$ cat src/rtl/arb_pkg.sv
// Shared types for the L1 I/D to L2 request-port arbiter.
// Arbiter state encoding and requester identifiers.
package arb_pkg;

  typedef enum logic [1:0] {
    ARB_IDLE,
    ARB_SERVE_I,
    ARB_SERVE_D,
    ARB_RELEASE
  } arb_state_t;

  typedef enum logic {
    REQ_I,
    REQ_D
  } req_id_t;

  localparam logic [1:0] GNT_NONE = 2'b00;
  localparam logic [1:0] GNT_I    = 2'b01;
  localparam logic [1:0] GNT_D    = 2'b10;

endpackage

$ cat src/rtl/l1_l2_arbiter_rr_pick.sv
// Combinational pick between the I-side and D-side requesters.
// Ties go to D under fixed priority, otherwise to the side not served last.
module arb_rr_pick
  import arb_pkg::*;
(
  input  logic    req_i,
  input  logic    req_d,
  input  req_id_t last_grant,
  input  logic    fixed_prio,
  output logic    grant_valid,
  output req_id_t grant_id
);

  always_comb begin
    grant_valid = req_i | req_d;
    grant_id    = REQ_I;
    unique case (1'b1)
      req_i && req_d:
        grant_id = (fixed_prio || last_grant == REQ_I) ? REQ_D : REQ_I;
      req_d && !req_i:
        grant_id = REQ_D;
      default:
        grant_id = REQ_I;
    endcase
  end

endmodule

$ cat src/rtl/l1_l2_arbiter.sv
// Shares the single L2 request port between the L1 I-cache and D-cache.
// One transaction in flight; grant held until l2_resp, then one idle cycle.
module l1_l2_arbiter
  import arb_pkg::*;
#(
  parameter int ADDR_WIDTH = 16,
  parameter int LINE_WIDTH = 128,
  parameter int FIXED_PRIO = 0
) (
  input  logic                  clk,
  input  logic                  rst,
  input  logic                  i_read,
  input  logic [ADDR_WIDTH-1:0] i_address,
  output logic [LINE_WIDTH-1:0] i_rdata,
  output logic                  i_resp,
  input  logic                  d_read,
  input  logic                  d_write,
  input  logic [ADDR_WIDTH-1:0] d_address,
  input  logic [LINE_WIDTH-1:0] d_wdata,
  output logic [LINE_WIDTH-1:0] d_rdata,
  output logic                  d_resp,
  output logic                  l2_read,
  output logic                  l2_write,
  output logic [ADDR_WIDTH-1:0] l2_address,
  output logic [LINE_WIDTH-1:0] l2_wdata,
  input  logic [LINE_WIDTH-1:0] l2_rdata,
  input  logic                  l2_resp,
  output logic [1:0]            arb_grant
);

  arb_state_t state, state_nx;
  req_id_t    last_grant;
  logic       grant_valid;
  req_id_t    grant_id;

  arb_rr_pick u_pick (
    .req_i       (i_read),
    .req_d       (d_read | d_write),
    .last_grant  (last_grant),
    .fixed_prio  (FIXED_PRIO != 0),
    .grant_valid (grant_valid),
    .grant_id    (grant_id)
  );

  always_ff @(posedge clk or posedge rst) begin
    if (rst) begin
      state      <= ARB_IDLE;
      last_grant <= REQ_I;
    end else begin
      state <= state_nx;
      if (state == ARB_IDLE && grant_valid)
        last_grant <= grant_id;
    end
  end

  always_comb begin
    state_nx = state;
    unique case (state)
      ARB_IDLE:
        if (grant_valid)
          state_nx = (grant_id == REQ_D) ? ARB_SERVE_D
                                         : ARB_SERVE_I;
      ARB_SERVE_I,
      ARB_SERVE_D:
        if (l2_resp)
          state_nx = ARB_RELEASE;
      ARB_RELEASE:
        state_nx = ARB_IDLE;
      default:
        state_nx = ARB_IDLE;
    endcase
  end

  // A simultaneous read and write from D is issued as a write.
  always_comb begin
    l2_read    = 1'b0;
    l2_write   = 1'b0;
    l2_address = '0;
    l2_wdata   = '0;
    i_rdata    = '0;
    i_resp     = 1'b0;
    d_rdata    = '0;
    d_resp     = 1'b0;
    arb_grant  = GNT_NONE;
    unique case (state)
      ARB_SERVE_I: begin
        l2_read    = i_read;
        l2_address = i_address;
        i_rdata    = l2_rdata;
        i_resp     = l2_resp;
        arb_grant  = GNT_I;
      end
      ARB_SERVE_D: begin
        l2_read    = d_read & ~d_write;
        l2_write   = d_write;
        l2_address = d_address;
        l2_wdata   = d_wdata;
        d_rdata    = l2_rdata;
        d_resp     = l2_resp;
        arb_grant  = GNT_D;
      end
      default: ;
    endcase
  end

endmodule
$ cat config.mk
export PLATFORM = sky130hd
export DESIGN_NAME = l1_l2_arbiter
export DESIGN_NICKNAME = d
export VERILOG_FILES = /design/src/rtl/arb_pkg.sv /design/src/rtl/l1_l2_arbiter_rr_pick.sv /design/src/rtl/l1_l2_arbiter.sv
export SDC_FILE = /design/constraint.sdc
export NUM_CORES = 1
export LEC_CHECK = 0
export ABC_AREA = 0
export CORE_AREA = 5 5 266 268
export CTS_CLUSTER_SIZE = 30
export DETAILED_ROUTE_END_ITERATION = 10
export DIE_AREA = 0 0 271 273
export PLACE_DENSITY = 0.37
export SLEW_MARGIN = 20
export SYNTH_ARGS = -nofsm -noshare
export SYNTH_HDL_FRONTEND = slang
export SYNTH_SLANG_ARGS = --single-unit
$ cat constraint.sdc
create_clock -name clk -period 2.2 [get_ports clk]
set_clock_uncertainty 0.15 [all_clocks]
set_input_delay 0.66 -clock clk [delete_from_list [all_inputs] [get_ports clk]]
set_output_delay 0.66 -clock clk [all_outputs]
set_load 0.01 [all_outputs]
## After elaboration in Yosys (flattened, before gate mapping)

Index checks and enable logic that the tools add are counted.

| cells by class | value |
|---|---|
| bitwise gates (word level) | 4 |
| reductions and logical operators | 7 |
| equal/unequal tests | 5 |
| mux-type cells | 15 |

Operators with widths:

| kind | count |
|---|---|
| $mux W128 | 3 |
| $pmux W16 S2 | 1 |
| $mux W2 | 3 |
| $pmux W2 S3 | 1 |
| $eq A2 B2 Y1 const B | 2 |
| $mux W1 | 4 |
| $ne A2 B2 Y1 const B | 2 |
| $pmux W1 S2 | 2 |
| $pmux W2 S2 | 1 |
| $logic_and A1 B1 Y1 | 3 |
| $eq A2 B1 Y1 const B | 1 |
| $logic_not A2 Y1 | 1 |
| $or A1 B1 Y1 | 2 |
| $reduce_and A2 Y1 | 1 |
| $reduce_or A2 Y1 | 1 |
| $and A1 B1 Y1 | 1 |
| $logic_not A1 Y1 | 1 |
| $not A1 Y1 | 1 |

| word-level totals | value |
|---|---|
| output and inout bits | 406 |
| logic and storage cells | 33 |
| bits of input ports | 294 |
| register bits | 3 |

## Longest topological paths before layout

Gate-level depths: netlist (run 1).

| depth | value |
|---|---|
| depth after elaboration | 6 |
| gate-level depth with buffers | 7 |
| mapped depth without buffers | 6 |

## By module

From an unflattened synthesis (run 1), not the netlist that was laid out.

| unflattened totals | value |
|---|---|
| cell total of the unflattened synthesis | 500 |
| area, all modules | 3305.7 sq um |

Modules (own cells, without submodules):

| module | times used | sequential area each (sq um) | cells an instance | area an instance (sq um) |
|---|---|---|---|---|
| l1_l2_arbiter | 1 | 75.1 | 496 | 3285.7 |
| arb_rr_pick | 1 | 0.0 | 4 | 20.0 |

## Worst setup path before layout (run 1)

OpenSTA, ideal clock, no wires.

| timing | value |
|---|---|
| path kind | reg-to-output |
| from | register state[0] |
| to | output port d_rdata[0] |
| arrival time | 1.331 ns |
| required time | 1.390 ns |
| path slack | 0.059 ns |
| buffers on the path | 2 |
| cell stages (with the launch flop) | 6 |
| path through | dfrtp_1 inv_1 ha_1 clkbuf_1 clkbuf_1 and2_1 |

| between the ends | value |
|---|---|
| word-level cells in the longest chain between the ends | 2 |

RTL lines:

| what | line | RTL |
|---|---|---|
| start, declared | l1_l2_arbiter.sv:31 | `arb_state_t state, state_nx;` |
| start signal, assigned | l1_l2_arbiter.sv:50 | `state <= state_nx;` |
| $eq A2 B2 Y1 | l1_l2_arbiter.sv:85 | `unique case (state)` |
| $mux W128 | l1_l2_arbiter.sv:85 |  |
| end, declared | l1_l2_arbiter.sv:20 | `output logic [LINE_WIDTH-1:0] d_rdata,` |

Every way passes these cells.

## Worst setup path after layout (run 1)

| timing | value |
|---|---|
| from | register state[0] |
| to | output port i_rdata[119] |

| between the ends | value |
|---|---|
| word-level cells in the longest chain between the ends | 2 |

RTL lines:

| what | line | RTL |
|---|---|---|
| $eq A2 B1 Y1 | l1_l2_arbiter.sv:85 |  |
| $mux W128 | l1_l2_arbiter.sv:85 |  |
| end, declared | l1_l2_arbiter.sv:14 | `output logic [LINE_WIDTH-1:0] i_rdata,` |

Every way passes these cells.

==> results of run 1 <==
## registers in the layout, summed over array words and instances, names as in the netlist
name,count
state,2
last_grant,1
## kinds of logic (layout without fill, tap and decap cells)
family,after synthesis,count (layout),synth area share (%)
and+or+nand+nor,413,413,83.1
buffers and inverters,52,820,6.73
AOI/OAI and AO/OA,25,25,5.77
adders and majority gates,5,5,2.02
DFF,3,3,2.42
other,0,3,0
## metal layers
layer / track usage (%) / vias to the layer above
li1: - / 3055
met2: 16.5 / 421
met3: 2.99 / 24
met1: 8.95 / 2809
met4: 1.43 / 0
met5: 0 / -
## cell usage after synthesis, drive strengths merged
library cell  count  share of area, %
dfrtp             3               2.4
inv               4              0.48
nor2              2              0.32
or3               1              0.36
a21o              1              0.28
nor2b            17               3.4
o31ai             1              0.24
nand2b            1              0.20
o22ai             1              0.20
nand2             4              0.48
and2            388                78
o32ai             1              0.28
buf              11               1.8
a22oi            16               3.9
a211oi            1              0.24
o21ai             3              0.48
a21oi             1              0.16
clkbuf           37               4.5
ha                5               2.0
## critical path, delay by kind of cell, from the launching register on
family	cells	cell delay [ns]
buffers and inverters	6	0.81
flip-flops	1	0.39
adder cells (fa/ha/maj)	1	0.19
AND/OR/NAND/NOR	1	0.13
## worst max path at each step
stage	slack [ns]	endpoint	start	depth (start not counted)
2_1_floorplan	0.06	d_rdata[0]	state[0]	5
3_3_place_gp	-0.82	l2_read	d_read	5
3_5_place_dp	-0.70	l2_read	d_read	5
4_1_cts	-0.60	i_rdata[66]	state[1]	6
5_1_grt	-0.42	i_rdata[126]	state[1]	8
6_report	-0.36	i_rdata[119]	state[0]	8
## final cells by class
| type | instances | area share (%) |
|---|---|---|
| diodes | 3 | 0.0599 |
| clock buffers | 4 | 0.629 |
| inverters | 4 | 0.140 |
| multi-input cells | 443 | 25.0 |
| flip-flops and latches | 3 | 0.609 |
| well taps | 882 | 8.81 |
| repair buffers | 812 | 64.7 |
## stage by stage
step	utilization [%]	area, um^2
CTS	18.1	12300
floorplan	-	3100
finish	18.4	12500
detailed placement	17.0	11600
global placement	17.0	11600
global route	18.4	12500
## power by group through the flow
stage | sequential, mW | clock [mW] | combinational [mW]
2_1_floorplan | 0.109 | 0 | 3.69
3_3_place_gp | 0.115 | 0 | 10.6
3_5_place_dp | 0.115 | 0 | 10.5
4_1_cts | 0.122 | 0.293 | 12.3
5_1_grt | 0.125 | 0.300 | 13.7
6_report | 0.122 | 0.287 | 12.8
## timing repair
action                                  4_1_cts  5_1_grt
cloned                                       13       11
buffers inserted                             38       16
endpoints found under the setup margin      405      404
hold buffers                                  0        0
pin swaps                                     2       10
endpoints found under the hold margin         0        0
gates resized for setup                     867      564
==> out/metrics.csv, run 1 <==
metric,value,unit
"Top cell by count, worst path",buf_12,
syn avg cell area,6.23,um^2
row count,96,
RSZ-0062 raised after global routing,true,
largest fanout on the critical path,6,
gr ovfl total,0,
initial core utilization,4.56,%
Root Buffer,clkbuf_16,
P_int,7.60,mW
worst endpoint data arrival time,1.75,ns
sequential-to-total area share from yosys stat,2.42,%
headroom to the max-slew limit,84.9,%
CTS sink cnt,3,
layout cell share with drive strength beyond 1,41.9,%
crit path time final,2.56,ns
worst setup path class,reg -> out,
core box area,68100,um^2
failing checks,setup timing,
R2R Path Start,state[0],
most frequent cells in the layout,"and2_1 (308), clkdlybuf4s50_1 (286), buf_2 (121)",
Final Hold Viols,0,
multi-input logic area,3140,um^2
static leakage,6.94,nW
cell depth of the worst flop-to-flop path,8,
MaxCap Viol Count,0,
met2 WL,19300,um
Slew Limit Fails,0,
period utilization,116,%
sequential power share,0.9,%
Via density,2.93,
CP startpoint kind,flip-flop,
area delta synth->final,304,%
first-pass GRT wire length,47400,um
Syn Nets,797,
CTS tree,done,
Layout Cells excl Fill,2151,
status,"finished, violations left",
die width,271,um
Layout Nets,1566,
endpoints failing setup,404,
top sig layer,met4,
die area,74000,um^2
Clock transition at path regs,0.03,ns
antenna-violating nets left,0,
Min-Delay Endpoint,last_grant,
#FFs+latches synth,3,
initial antenna violation count,3,
Final Routed Wirelength,37200,um
vias in the first global route,6779,
met3 wirelength from detailed routing,3650,um
worst-skew pair later-pin latency,0.22,ns
fill count,7737,
"most common cell after layout, fill and taps aside",and2_1,
Longest Clk Path Bufs,2,
Placed Cells,2078,
overall routing resource usage,8.51,%
worst hold path type,reg -> reg,
PwrDens,1050,nW/um^2
"worst slack, placed",-0.698,ns
PnR worst setup slack,-0.361,ns
H-tree depth,1,
Worst Hold Depth,1,
Yosys cell types,21,
die height,273,um
Residual DRC,0,
drt wl/cell,17.3,um
First-pass DRT Iterations,4,
Syn Inst Count,498,
WHS,0.365,ns
Synth Cell Area,3100,um^2
beginning of the worst hold path,last_grant,
hpwl dp,28200,um
Peak Freq,0.391,GHz
setup TNS,-90.05,ns
R2R setup slack,0.46,ns
combinational fraction of design power,96.9,%
Clk pwr share,2.2,%
crit path cell chain,buf_6 -> ha_4 -> buf_12 -> buf_12 -> buf_8 -> clkbuf_16 -> and2_1 -> buf_2,
Ys Warns,0,
worst-margin pin slew,0.225,ns
total CTS buffers,3,
Slowest Stage Delay on Critical Path,0.39,ns
total power,13.2,mW
register area,76.3,um^2
I/O pin cnt,700,
IO buf count,699,
wire length on met1,13700,um
sw frac,42.3,%
Critical Path RT,1.39,ns
"Slowest-stage cell, CP",dfrtp_1,
global placement routability congestion,0.926,
Critical Path End Type,output pin,
Via Count,6309,
worst r2r dst,state[0],
switching power,5.57,mW
Worst VDD drop,0.543,mV
largest net degree at the start of global routing,33,
Initial DRC Count,165,
No activity file was read; power rests on OpenSTA's default activity.
==> run 2: changes to the inputs <==
CORE_AREA = 8 8 269 271   (was 5 5 266 268)
CTS_BUF_LIST = sky130_fd_sc_hd__clkbuf_8   (was default)
DIE_AREA = 0 0 277 279   (was 0 0 271 273)
==> out/metrics.csv, run 2 (same netlist as run 1, synthesis figures left out) <==
metric,value,unit,change
Regs by FF count,"state x2, last_grant x1",,
worst-margin pin slew,0.218,ns,-0.00643 ns
largest net degree at the start of global routing,33,,unchanged
Critical Path End Type,output pin,,
sw frac,43.0,%,+0.63 points
I/O pin cnt,700,,unchanged
beginning of the worst hold path,last_grant,,
initial core utilization,4.56,%,+0.0080 points
Clock transition at path regs,0.03,ns,about the same
First-pass DRT Iterations,4,,unchanged
first-pass GRT wire length,57400,um,+21%
worst endpoint data arrival time,1.70,ns,-0.05 ns
Via density,2.98,,+1.8%
most flop-heavy register,state,,
Initial DRC Count,153,,-7.3%
hpwl dp,32700,um,+16%
CTS Hold Bufs,0,,unchanged
largest fanout on the critical path,6,,unchanged
Root Buffer,clkbuf_8,,
period utilization,114,%,-2.4 points
"worst slack, placed",-0.775,ns,-0.0765 ns
combinational fraction of design power,98.1,%,+1.2 points
"most common cell after layout, fill and taps aside",clkdlybuf4s50_1,,
most frequent cells in the layout,"clkdlybuf4s50_1 (288), and2_1 (216), buf_6 (192)",,
Via Count,6384,,+1.2%
Peak Freq,0.399,GHz,+2.1%
P_int,7.98,mW,+5.0%
post-placement cell area,11500,um^2,-0.58%
Final Hold Viols,0,,unchanged
Residual DRC,0,,unchanged
Worst VDD drop,0.588,mV,+8.2%
cell depth of the worst flop-to-flop path,7,,-1
vias in the first global route,6919,,+2.1%
Final Routed Wirelength,43100,um,+16%
die height,279,um,+2.2%
endpoints failing setup,405,,+0.25%
sequential power share,0.9,%,about the same
crit path time final,2.51,ns,-0.0529 ns
Slew Limit Fails,0,,unchanged
Placed Cells,2081,,+0.14%
Min-Delay Endpoint,last_grant,,
post-route cell area,12500,um^2,+0.14%
row count,96,,unchanged
PwrDens,1120,nW/um^2,+6.0%
initial antenna violation count,7,,+4
Worst Hold Depth,1,,unchanged
IO buf count,699,,unchanged
global placement routability congestion,0.789,,-15%
MaxCap Viol Count,0,,unchanged
R2R setup slack,0.58,ns,+0.12 ns
gr ovfl total,0,,unchanged
max FFs per register,2,,unchanged
worst setup path class,reg -> out,,
CTS sink cnt,3,,unchanged
switching power,6.01,mW,+7.8%
drt wl/cell,20.1,um,+16%
fill count,7674,,-0.81%
worst-skew pair later-pin latency,0.21,ns,about the same
layout cell share with drive strength beyond 1,55.5,%,+14 points
worst hold path type,reg -> reg,,
static leakage,5.89,nW,-15%
status,"finished, violations left",,
R2R Path Start,state[0],,
Layout Cells excl Fill,2139,,-0.56%
Clk pwr share,1.1,%,-1.1 points
antenna-violating nets left,0,,unchanged
Longest Clk Path Bufs,2,,unchanged
core box area,68000,um^2,-0.18%
worst r2r dst,state[0],,
PnR worst setup slack,-0.308,ns,+0.0529 ns
overall routing resource usage,10.1,%,+1.6 points
total CTS buffers,3,,unchanged
area delta synth->final,304,%,
Layout Nets,1555,,-0.70%
Critical Path RT,1.39,ns,about the same
CP startpoint kind,flip-flop,,
CTS tree,done,,
failing checks,setup timing,,
die area,77300,um^2,+4.5%
RSZ-0062 raised after global routing,true,,
headroom to the max-slew limit,85.4,%,+0.51 points
die width,277,um,+2.2%
H-tree depth,1,,unchanged
-- run 2: critical path, stage by stage (launching register included) --
cell	delay, ns
dfrtp_1	0.39
buf_6	0.13
ha_4	0.16
buf_12	0.14
buf_12	0.14
buf_12	0.13
buf_16	0.13
and2_4	0.13
buf_6	0.11
-- run 2: power by group through the flow --
stage          sequential [mW]  combinational (mW)  clock [mW]
3_5_place_dp             0.110                10.5           0
6_report                 0.121                13.7       0.152
5_1_grt                  0.123                14.7       0.165
2_1_floorplan            0.109                3.69           0
4_1_cts                  0.122                13.1       0.157
3_3_place_gp             0.110                10.7           0
-- run 2: worst max path at each step --
stage / depth (start not counted) / start / end / slack [ns]
final: 8 / state[0] / i_rdata[8] / -0.31
after detailed placement: 4 / d_wdata[0] / l2_wdata[0] / -0.77
after global routing: 8 / state[0] / i_rdata[8] / -0.35
after floorplan: 5 / state[0] / d_rdata[0] / 0.06
after global placement: 5 / d_address[0] / l2_address[0] / -0.81
after CTS: 8 / state[0] / i_rdata[42] / -0.33
-- run 2: layout make-up --
type | instances | area [um^2] | area share (%)
sequential | 3 | 76.3 | 0.609
timing repair buffer | 801 | 7930 | 63.2
multi-input combinational | 443 | 3370 | 26.9
antenna | 2 | 5.00 | 0.0399
tap | 882 | 1100 | 8.80
inverter | 4 | 17.5 | 0.140
clock inverter | 1 | 3.75 | 0.0299
clock buffer | 3 | 41.3 | 0.329
-- run 2: timing repair --
item,in CTS,in global routing
endpoints found under the hold margin,0,0
gates cloned,21,10
setup buffers,24,5
pin swaps,6,4
endpoints found under the setup margin,406,406
resized for setup,1764,243
-- run 2: routing by layer --
metal | share of wire [%] | global-route usage [%] | vias up
met1 | 39 | 11.2 | 2892
met4 | 2.2 | 1.96 | 2
met2 | 50 | 18.5 | 408
met3 | 8.5 | 3.49 | 32
li1 | - | - | 3050
met5 | 0.030 | 0 | -
-- run 2: per-stage QoR --
stage,hold slack [ns],power [mW],utilization [%],setup TNS [ns]
after detailed placement,0.326,10.7,16.9,-184.76
after global routing,0.365,15.0,18.4,-96.93
final,0.340,14.0,18.4,-74.97
after CTS,0.341,13.4,17.7,-95.77
after global placement,0.339,10.8,16.9,-185.46
after floorplan,0.264,3.80,-,0
